**src/rtl/var_byte_fifo_pkg.sv**
```systemverilog
// Shared types and width helpers for the variable-width byte FIFO.
// Provides byte_t, a ceiling-log2 function and level/count/pointer widths.
package var_byte_fifo_pkg;

    typedef logic [7:0] byte_t;

    localparam int MAX_LANES = 8;

    function automatic int clog2(input int n);
        int r;
        for (r = 0; (1 << r) < n; r++) begin
        end
        return r;
    endfunction

    // width of a byte-count field able to hold 0..lanes
    function automatic int cnt_w(input int lanes);
        return clog2(lanes + 1);
    endfunction

    // width of the level field able to hold 0..depth
    function automatic int lvl_w(input int depth);
        return clog2(depth + 1);
    endfunction

    // width of a pointer indexing 0..depth-1
    function automatic int ptr_w(input int depth);
        return (clog2(depth) < 1) ? 1 : clog2(depth);
    endfunction

endpackage

```
**src/rtl/var_byte_fifo_lane_rot.sv**
```systemverilog
// Byte-lane rotator: per-lane write addresses from the write pointer and
// gathered read bytes from the read pointer (MSB lane = oldest, rest zero).
// Ports: wr_ptr, rd_ptr, rd_bytes, mem (storage view) -> wr_addr, rd_data.
module var_byte_fifo_lane_rot
    import var_byte_fifo_pkg::*;
#(
    parameter int DIN_BYTES   = 4,
    parameter int DOUT_BYTES  = 4,
    parameter int DEPTH_BYTES = 40,
    parameter int PW          = ptr_w(DEPTH_BYTES),
    parameter int RBW         = cnt_w(DOUT_BYTES)
) (
    input  logic [PW-1:0]           wr_ptr,
    input  logic [PW-1:0]           rd_ptr,
    input  logic [RBW-1:0]          rd_bytes,
    input  byte_t                   mem [DEPTH_BYTES],
    output logic [PW-1:0]           wr_addr [DIN_BYTES],
    output logic [8*DOUT_BYTES-1:0] rd_data
);

    // lane offsets never exceed one depth, so one conditional subtract
    // wraps correctly even for a non power-of-two depth
    function automatic logic [PW-1:0] wrap(input logic [PW-1:0] p,
                                           input int k);
        int a;
        a = int'(p) + k;
        if (a >= DEPTH_BYTES)
            a = a - DEPTH_BYTES;
        return PW'(a);
    endfunction

    always_comb begin
        for (int i = 0; i < DIN_BYTES; i++)
            wr_addr[i] = wrap(wr_ptr, i);
    end

    always_comb begin
        rd_data = '0;
        for (int j = 0; j < DOUT_BYTES; j++) begin
            if (RBW'(j) < rd_bytes)
                rd_data[8*(DOUT_BYTES-1-j) +: 8] = mem[wrap(rd_ptr, j)];
        end
    end

endmodule

```
**src/rtl/var_byte_fifo.sv**
```systemverilog
// Variable-width byte FIFO: appends 1..DIN_BYTES and pops 1..DOUT_BYTES per clock.
// Ports: clk, rst, din/wr_bytes/wr_en/wr_ready, rd_bytes/rd_en/dout/dout_valid,
// level, ovf_err/udf_err. Sticky error flags exist only with VAR_BYTE_FIFO_ERR_EN.
module var_byte_fifo
    import var_byte_fifo_pkg::*;
#(
    parameter int DIN_BYTES   = 4,
    parameter int DOUT_BYTES  = 4,
    parameter int DEPTH_BYTES = 40
) (
    input  logic                            clk,
    input  logic                            rst,
    input  logic [8*DIN_BYTES-1:0]          din,
    input  logic [cnt_w(DIN_BYTES)-1:0]     wr_bytes,
    input  logic                            wr_en,
    output logic                            wr_ready,
    input  logic [cnt_w(DOUT_BYTES)-1:0]    rd_bytes,
    input  logic                            rd_en,
    output logic [8*DOUT_BYTES-1:0]         dout,
    output logic                            dout_valid,
    output logic [lvl_w(DEPTH_BYTES)-1:0]   level,
    output logic                            ovf_err,
    output logic                            udf_err
);

    localparam int LW  = lvl_w(DEPTH_BYTES);
    localparam int PW  = ptr_w(DEPTH_BYTES);
    localparam int WBW = cnt_w(DIN_BYTES);
    localparam int RBW = cnt_w(DOUT_BYTES);

    byte_t                   mem [DEPTH_BYTES];
    logic [PW-1:0]           wr_ptr;
    logic [PW-1:0]           rd_ptr;
    logic [PW-1:0]           wr_addr [DIN_BYTES];
    logic [8*DOUT_BYTES-1:0] rd_data;
    logic [LW:0]             w_sum;
    logic                    wr_ok;
    logic                    rd_ok;
    logic [LW-1:0]           w_n;
    logic [LW-1:0]           r_n;

    function automatic logic [PW-1:0] adv(input logic [PW-1:0] p,
                                          input int n);
        int a;
        a = int'(p) + n;
        if (a >= DEPTH_BYTES)
            a = a - DEPTH_BYTES;
        return PW'(a);
    endfunction

    // one extra bit so level == DEPTH_BYTES plus a write never truncates
    assign w_sum = {1'b0, level} + (LW+1)'(wr_bytes);

    assign wr_ok = !rst && wr_en && (wr_bytes != '0)
                && (wr_bytes <= WBW'(DIN_BYTES))
                && (w_sum <= (LW+1)'(DEPTH_BYTES));

    assign rd_ok = !rst && rd_en && (rd_bytes != '0)
                && (rd_bytes <= RBW'(DOUT_BYTES))
                && (level >= LW'(rd_bytes));

    assign w_n = wr_ok ? LW'(wr_bytes) : '0;
    assign r_n = rd_ok ? LW'(rd_bytes) : '0;

    assign wr_ready = ((LW+1)'(DEPTH_BYTES) - {1'b0, level})
                   >= (LW+1)'(DIN_BYTES);

    var_byte_fifo_lane_rot #(
        .DIN_BYTES   (DIN_BYTES),
        .DOUT_BYTES  (DOUT_BYTES),
        .DEPTH_BYTES (DEPTH_BYTES),
        .PW          (PW),
        .RBW         (RBW)
    ) u_rot (
        .wr_ptr   (wr_ptr),
        .rd_ptr   (rd_ptr),
        .rd_bytes (rd_bytes),
        .mem      (mem),
        .wr_addr  (wr_addr),
        .rd_data  (rd_data)
    );

    // storage is deliberately left uncleared by reset
    always_ff @(posedge clk) begin
        if (wr_ok) begin
            for (int i = 0; i < DIN_BYTES; i++) begin
                if (WBW'(i) < wr_bytes)
                    mem[wr_addr[i]] <= din[8*(DIN_BYTES-1-i) +: 8];
            end
        end
    end

    always_ff @(posedge clk) begin
        if (rst) begin
            wr_ptr     <= '0;
            rd_ptr     <= '0;
            level      <= '0;
            dout       <= '0;
            dout_valid <= 1'b0;
        end else begin
            if (wr_ok)
                wr_ptr <= adv(wr_ptr, int'(wr_bytes));
            if (rd_ok) begin
                rd_ptr <= adv(rd_ptr, int'(rd_bytes));
                dout   <= rd_data;
            end
            dout_valid <= rd_ok;
            level      <= level + w_n - r_n;
        end
    end

`ifdef VAR_BYTE_FIFO_ERR_EN
    logic wr_bad;
    logic rd_bad;

    // zero-length requests are no-ops, not errors
    assign wr_bad = wr_en && (wr_bytes != '0) && !wr_ok;
    assign rd_bad = rd_en && (rd_bytes != '0) && !rd_ok;

    always_ff @(posedge clk) begin
        if (rst) begin
            ovf_err <= 1'b0;
            udf_err <= 1'b0;
        end else begin
            if (wr_bad)
                ovf_err <= 1'b1;
            if (rd_bad)
                udf_err <= 1'b1;
        end
    end
`else
    assign ovf_err = 1'b0;
    assign udf_err = 1'b0;
`endif

endmodule
```
**config.mk**
```make
export PLATFORM = sky130hd
export DESIGN_NAME = var_byte_fifo
export DESIGN_NICKNAME = d
export VERILOG_FILES = /design/src/rtl/var_byte_fifo_pkg.sv /design/src/rtl/var_byte_fifo_lane_rot.sv /design/src/rtl/var_byte_fifo.sv
export SDC_FILE = /design/constraint.sdc
export NUM_CORES = 2
export LEC_CHECK = 0
export ABC_AREA = 1
export BUFFER_PORTS_ARGS = -buffer_cell sky130_fd_sc_hd__buf_2
export CORE_ASPECT_RATIO = 0.9
export CORE_MARGIN = 10
export CORE_UTILIZATION = 25
export CTS_CLUSTER_DIAMETER = 150
export CTS_CLUSTER_SIZE = 30
export DETAILED_ROUTE_END_ITERATION = 10
export GPL_TIMING_DRIVEN = 0
export HOLD_SLACK_MARGIN = 0.12
export PLACE_DENSITY = 0.47
export SLEW_MARGIN = 30
export SYNTH_ARGS = -nofsm -noshare
export SYNTH_HDL_FRONTEND = slang
export SYNTH_HIERARCHICAL = 1
export SYNTH_SLANG_ARGS = --single-unit
```
**constraint.sdc**
```tcl
create_clock -name clk -period 16.1 [get_ports clk]
set_input_delay 4.83 -clock clk [delete_from_list [all_inputs] [get_ports clk]]
set_output_delay 4.83 -clock clk [all_outputs]
set_load 0.005 [all_outputs]
```
---- Word level (Yosys, flattened, before mapping) ----
Index checks and enable logic that the tools add are counted.
storage, ports and cells
  input port bits ......................... 42
  register bits ........................... 371
  word-level logic and storage cells ...... 176
  output and inout port bits .............. 42
cells by class
  mux-type cells .......................... 51
  bitwise operators ....................... 8
  reductions and logical operators ........ 15
  magnitude comparators ................... 35
  add/sub/neg operators ................... 22
operator list
  cell                   number
  $mux W320              7
  $bwmux W320            4
  $bmux W8 S6            4
  $demux W8 S6           4
  $mux W8                16
  $mux W6                14
  $sub A6 B6 Y6 const B  10
  $ge A7 B6 Y1 const B   8
  $ge A7 B7 Y1 const B   8
  $not A6 Y7             8
  $add A6 B2 Y7 const B  4
  $lt A7 B1 Y1 const B   4
  $add A6 B3 Y7          3
  $add A6 B1 Y7 const B  2
  $ge A6 B6 Y1 const B   2
  $logic_and A1 B1 Y1    12
  $lt A1 B3 Y1 const A   4
  $lt A2 B3 Y1 const A   4
  $ge A7 B3 Y1 const B   1
  $le A7 B6 Y1 const B   1
  $sub A6 B6 Y7 const A  1
  $add A6 B3 Y6          1
  $ge A6 B3 Y1           1
  $le A3 B3 Y1 const B   2
  other kinds (4)        6

---- Depth between registers and ports, before layout ----
  word-level depth ........................ 18
  gate-level depth with buffers ........... 23
  depth with buffers taken out ............ 23

---- Modules after synthesis ----
The synthesis kept the hierarchy.
by module, submodules not included
  module                  cells each  times used  area an instance (sq um)
  var_byte_fifo           4312        1           28142.0
  var_byte_fifo_lane_rot  2538        1           11728.7

---- Least setup slack after synthesis ----
OpenSTA, ideal clock, no wires.
  path type ............................... input port to flip-flop
  start point ............................. input port wr_bytes[0]
  end point ............................... register level[4]
  data required time ...................... 16.030 ns
  slack ................................... 1.477 ns
  stages on the path ...................... 19
  path buffers ............................ 0
  library setup time ...................... 0.070 ns
  arrival time ............................ 14.553 ns
  cells stage by stage .................... ha_1 > fa_1 > nor2_1 > o21ai_0 > nand3_1 > o21ai_0 > nand2_1 > nand2_1 > inv_1 > nand2_1 > fa_1 > inv_1 > fa_1 > nand2_1 > inv_1 > or2_2 > a21oi_1 > o21ai_0 > a21oi_1
on the way
  cells in the longest elaborated chain, start to end .. 7
  elaborated cells between the ends (all ways) .. 10
  those cells by class .................... add/sub (3); order compare (2); mux (1); reduce/logical (4)
RTL lines
  what                                                   RTL line              text
  from (decl)                                            var_byte_fifo.sv:14   input logic [cnt_w(DIN_BYTES)-1:0] wr_bytes,
  branches (longest 4 deep; another with $add A6 B3 Y7)  --
  $mux W3 *                                              var_byte_fifo.sv:62   assign w_n = wr_ok ? LW'(wr_bytes) : '0;
  $add A6 B3 Y6 *                                        var_byte_fifo.sv:108  level <= level + w_n - r_n;
  $sub A6 B3 Y6 *                                        var_byte_fifo.sv:108
  to (signal assigned)                                   var_byte_fifo.sv:108
  to (decl)                                              var_byte_fifo.sv:21   output logic [lvl_w(DEPTH_BYTES)-1:0] level,
Every way passes the cells marked *.
A chain may end at the register's enable or synchronous reset.

---- Worst setup path after layout ----
Same ends and word-level chain as after synthesis.

==> out/qor.csv <==
stage,metric,value,unit
power_and_ir_drop,P_int,1.960,mW
routing,first drt pass iteration count,7,
cts,total CTS buffers,17,
timing,slew at the pin closest to its max-slew limit,1.383,ns
yosys,Area contributors post-synth,"edfxtp_1 24%, nand2_1 23%, o21ai_0 14%, inv_1 6.8%, nand3_1 5.7%",
worst_setup_path,Critical Path End Type,flip-flop,
floorplanning,die footprint,175900,um2
yosys,Post-Syn Instances,6850,
timing,final-report setup violation count,0,
yosys,Post-synth EDFFs,320,
final_layout,register cell area after layout,10630,um2
yosys,ys flop type,edfxtp_1,
routing,initial drt markers,9571,
timing,"Period Utilization, post-route",51.54,%
routing,post-detailed-route wirelength per cell,31.48,um
floorplanning,Die Span X,441.0,um
grt,pin count of the biggest net entering global routing,85,
yosys,Post-synth ARST share,0,%
cts,TritonCTS clock tree,done,
placed_design,Cells after DPL,9023,
placed_design,Final Wtd Congestion,1.121,
timing,Relative slew margins,7.822,%
grt,Congestion Overflow GR,0,
power_and_ir_drop,sequential fraction of design power,30.7,%
power_and_ir_drop,Comb power frac,54.6,%
yosys,Synth area leader,edfxtp_1,
power_and_ir_drop,Clk network pwr share,14.7,%
grt,first-pass GRT wire length,377800,um
routing,post-DR vias/cell,5.747,
grt,vias in the first global route,44215,
grt,Total GRT Usage,30.62,%
cts,H-Tree Depth,1,
worst_setup_path,CP Class,in2reg,
yosys,Mapped Area,39870,um2
floorplanning,Core Region,157800,um2
power_and_ir_drop,Switch Pwr,2.359,mW
placed_design,DP Wirelength,223700,um
worst_setup_path,beginning of the worst register-to-register path,wr_ptr[0]$_SDFFE_PP0N_,
cts,Clock transition at path regs,0.12,ns
status,outcome,completed,
final_layout,fillcell total,18117,
timing,min Tclk post-route,8.298,ns
final_layout,share of layout cells above drive strength 1,5.685,%
floorplanning,Starting Density,25.26,%
power_and_ir_drop,worst IR drop on VDD,0.08157,mV
power_and_ir_drop,Switching Fraction,54.62,%
power_and_ir_drop,P per Cell Area,98.80,nW/um2
routing,Antenna Violating Nets Remaining,0,
worst_setup_path,Worst path most repeated cell,nand2_1,
yosys,total number of yosys warnings,6,
yosys,Synth cell types,56,
timing,Hold Fails Final Rpt,0,
yosys,synthesized flop and latch total,371,
worst_setup_path,Crit path max-delay family,adder cells,
cts,worst skew pair latency,0.68,ns
power_and_ir_drop,Pwr Total,4.320,mW
worst_setup_path,WP buf/inv,4,
timing,Max Slew Vio Count,0,
cts,Clock Sinks,371,
timing,RSZ-0062 raised after global routing,false,
worst_setup_path,CP Cell Sequence,buf_2 -> ha_1 -> fa_1 -> nor2_1 -> o21ai_0 -> nand3_1 -> o21ai_0 -> nand2_1 -> nand2_1 -> inv_8 -> nand2_1 -> fa_1 -> inv_1 -> fa_1 -> nand2_1 -> inv_1 -> or2_2 -> a21oi_1 -> o21ai_0 -> a21oi_1,
placed_design,dpl cell area,43140,um2
worst_setup_path,maximum fanout along the worst path,54,
final_layout,Finished Cell Area,43720,um2
cts,post-cts sizing count,0,
worst_setup_path,worst setup path end,level[4]$_SDFF_PP0_,
cts,Clock Tree Buf Depth,3,
routing,Residual DRC,0,
cts,# Post-CTS Setup Buffers,0,
worst_setup_path,WP depth,20,
final_layout,Multi-input gate area,24570,um2
worst_setup_path,worst setup path startpoint,wr_bytes[0],
timing,final hold slack,0.4874,ns
worst_setup_path,cells on worst reg2reg path,19,
final_layout,Synth-to-Final Area Change,9.656,%
final_layout,Final nets,7044,
floorplanning,Die H,398.9,um
worst_setup_path,CP Launch Type,input pin,
worst_setup_path,FF-to-FF setup slack,10.02,ns
yosys,sequential-to-total area share from yosys stat,26.66,%
yosys,Synth top area share,24.10,%
cts,Root Buffer,clkbuf_16,
timing,setup ws final,7.802,ns
routing,via count,52127,
worst_setup_path,worst stage delay on the critical path,0.50,ns
yosys,syn avg cell area,5.821,um2
final_layout,"commonest non-fill, non-tap cell in the layout",nand2_1,
floorplanning,row cnt,138,
final_layout,fin util,27.70,%
grt,initial antenna violation count,19,
timing,Fin Clk Skew,0.04698,ns
final_layout,most frequent cells in the layout,"2471 x nand2_1, 1090 x o21ai_0, 720 x inv_1",
timing,Fin Setup TNS,0,ns
cts,Hold Buf Count CTS,0,
worst_setup_path,Worst EP arrival,8.91,ns
final_layout,Layout Cells excl Fill,9070,
placed_design,port buffer count,65,
worst_setup_path,CP max stage cell,fa_1,
worst_setup_path,R2R Path End,mem[119]$_DFFE_PN_,
worst_setup_path,worst path required time,16.71,ns
placed_design,pre-CTS setup slack,7.060,ns
routing,final wirelength,285500,um
min_path,Worst Hold Class,reg2reg,
floorplanning,# IOs,84,
job,max_cap viols,0,
power_and_ir_drop,leakage,19.34,nW
timing,fmax,0.1205,GHz
## Yosys cell counts, types with 5 or more instances
cell,number
a21oi_1,307
mux2i_1,14
a22o_1,15
edfxtp_1,320
a32o_1,5
dfxtp_1,51
xor2_1,10
clkbuf_1,310
xnor2_1,8
o211ai_1,83
ha_1,54
nor3_1,16
clkinv_1,11
o21ai_1,78
nor2_1,397
o22ai_1,14
o21ai_0,1097
or2_2,11
nand3b_1,24
buf_4,16
buf_2,110
nand3_1,453
fa_1,6
a31oi_1,60
o21bai_1,73
nand2_2,17
buf_1,15
nor3_4,6
inv_2,11
nand2_1,2471
inv_1,721
nand3_2,21
## worst min path at each step
stage / from / to / slack [ns] / depth (start not counted)
floorplan: dout[10]$_SDFFE_PP0N_ / dout[10]$_SDFFE_PP0N_ / 0.48 / 2
global placement: dout[5]$_SDFFE_PP0N_ / dout[5]$_SDFFE_PP0N_ / 0.46 / 2
detailed placement: dout[10]$_SDFFE_PP0N_ / dout[10]$_SDFFE_PP0N_ / 0.47 / 2
CTS: dout[10]$_SDFFE_PP0N_ / dout[10]$_SDFFE_PP0N_ / 0.49 / 2
global route: dout[18]$_SDFFE_PP0N_ / dout[18]$_SDFFE_PP0N_ / 0.52 / 2
finish: dout[10]$_SDFFE_PP0N_ / dout[10]$_SDFFE_PP0N_ / 0.49 / 2
## per-layer routing
metal | global-route usage (%) | part of all wire (%) | up-vias
li1 | - | - | 22547
met1 | 40.72 | 39 | 24545
met2 | 42.08 | 38 | 4243
met3 | 13.05 | 16 | 780
met4 | 14.42 | 6.2 | 12
met5 | 0 | 0.061 | -
## kinds of logic (layout without fill, tap and decap cells)
kind of cell | after synthesis | after routing | synth area share (%)
AOI/OAI and AO/OA | 1750 | 1750 | 23.57
xor gates and xnor gates | 21 | 21 | 0.5178
adders and majority gates | 60 | 60 | 1.996
buffers and inverters | 1196 | 1293 | 11.78
DFF | 371 | 371 | 26.66
muxes | 14 | 14 | 0.3515
other | 1 | 24 | 0.009405
and+or+nand+nor | 3437 | 3437 | 35.11
## flip-flops by register name, indices dropped and copies added (netlist names)
signal      count
mem           320
rd_ptr          6
dout_valid      1
level           6
wr_ptr          6
dout           32
## layout make-up
| type | count | share of cell area (%) |
|---|---|---|
| multi-input cells | 5284 | 56.20 |
| flip-flops and latches | 371 | 24.31 |
| inverters | 744 | 6.413 |
| well taps | 2100 | 6.010 |
| plain buffers | 452 | 4.562 |
| repair buffers | 72 | 1.185 |
| clock buffers | 17 | 0.9730 |
| clock inverters | 8 | 0.2204 |
| diodes | 22 | 0.1259 |
## power by group through the flow
stage	sequential [mW]	combinational [mW]	clock [mW]
after floorplan	1.26	1.24	0
after global placement	1.36	2.20	0
after detailed placement	1.33	2.22	0
after CTS	1.30	2.22	0.634
after global routing	1.32	2.44	0.658
final	1.32	2.36	0.637
## tightest hold or removal path: stages, from the launching register on
cell and delay [ns]:
dfxtp_1 0.34, nor2_1 0.05, nor2_1 0.08
Note: power is estimated with default switching activity, not from simulation.
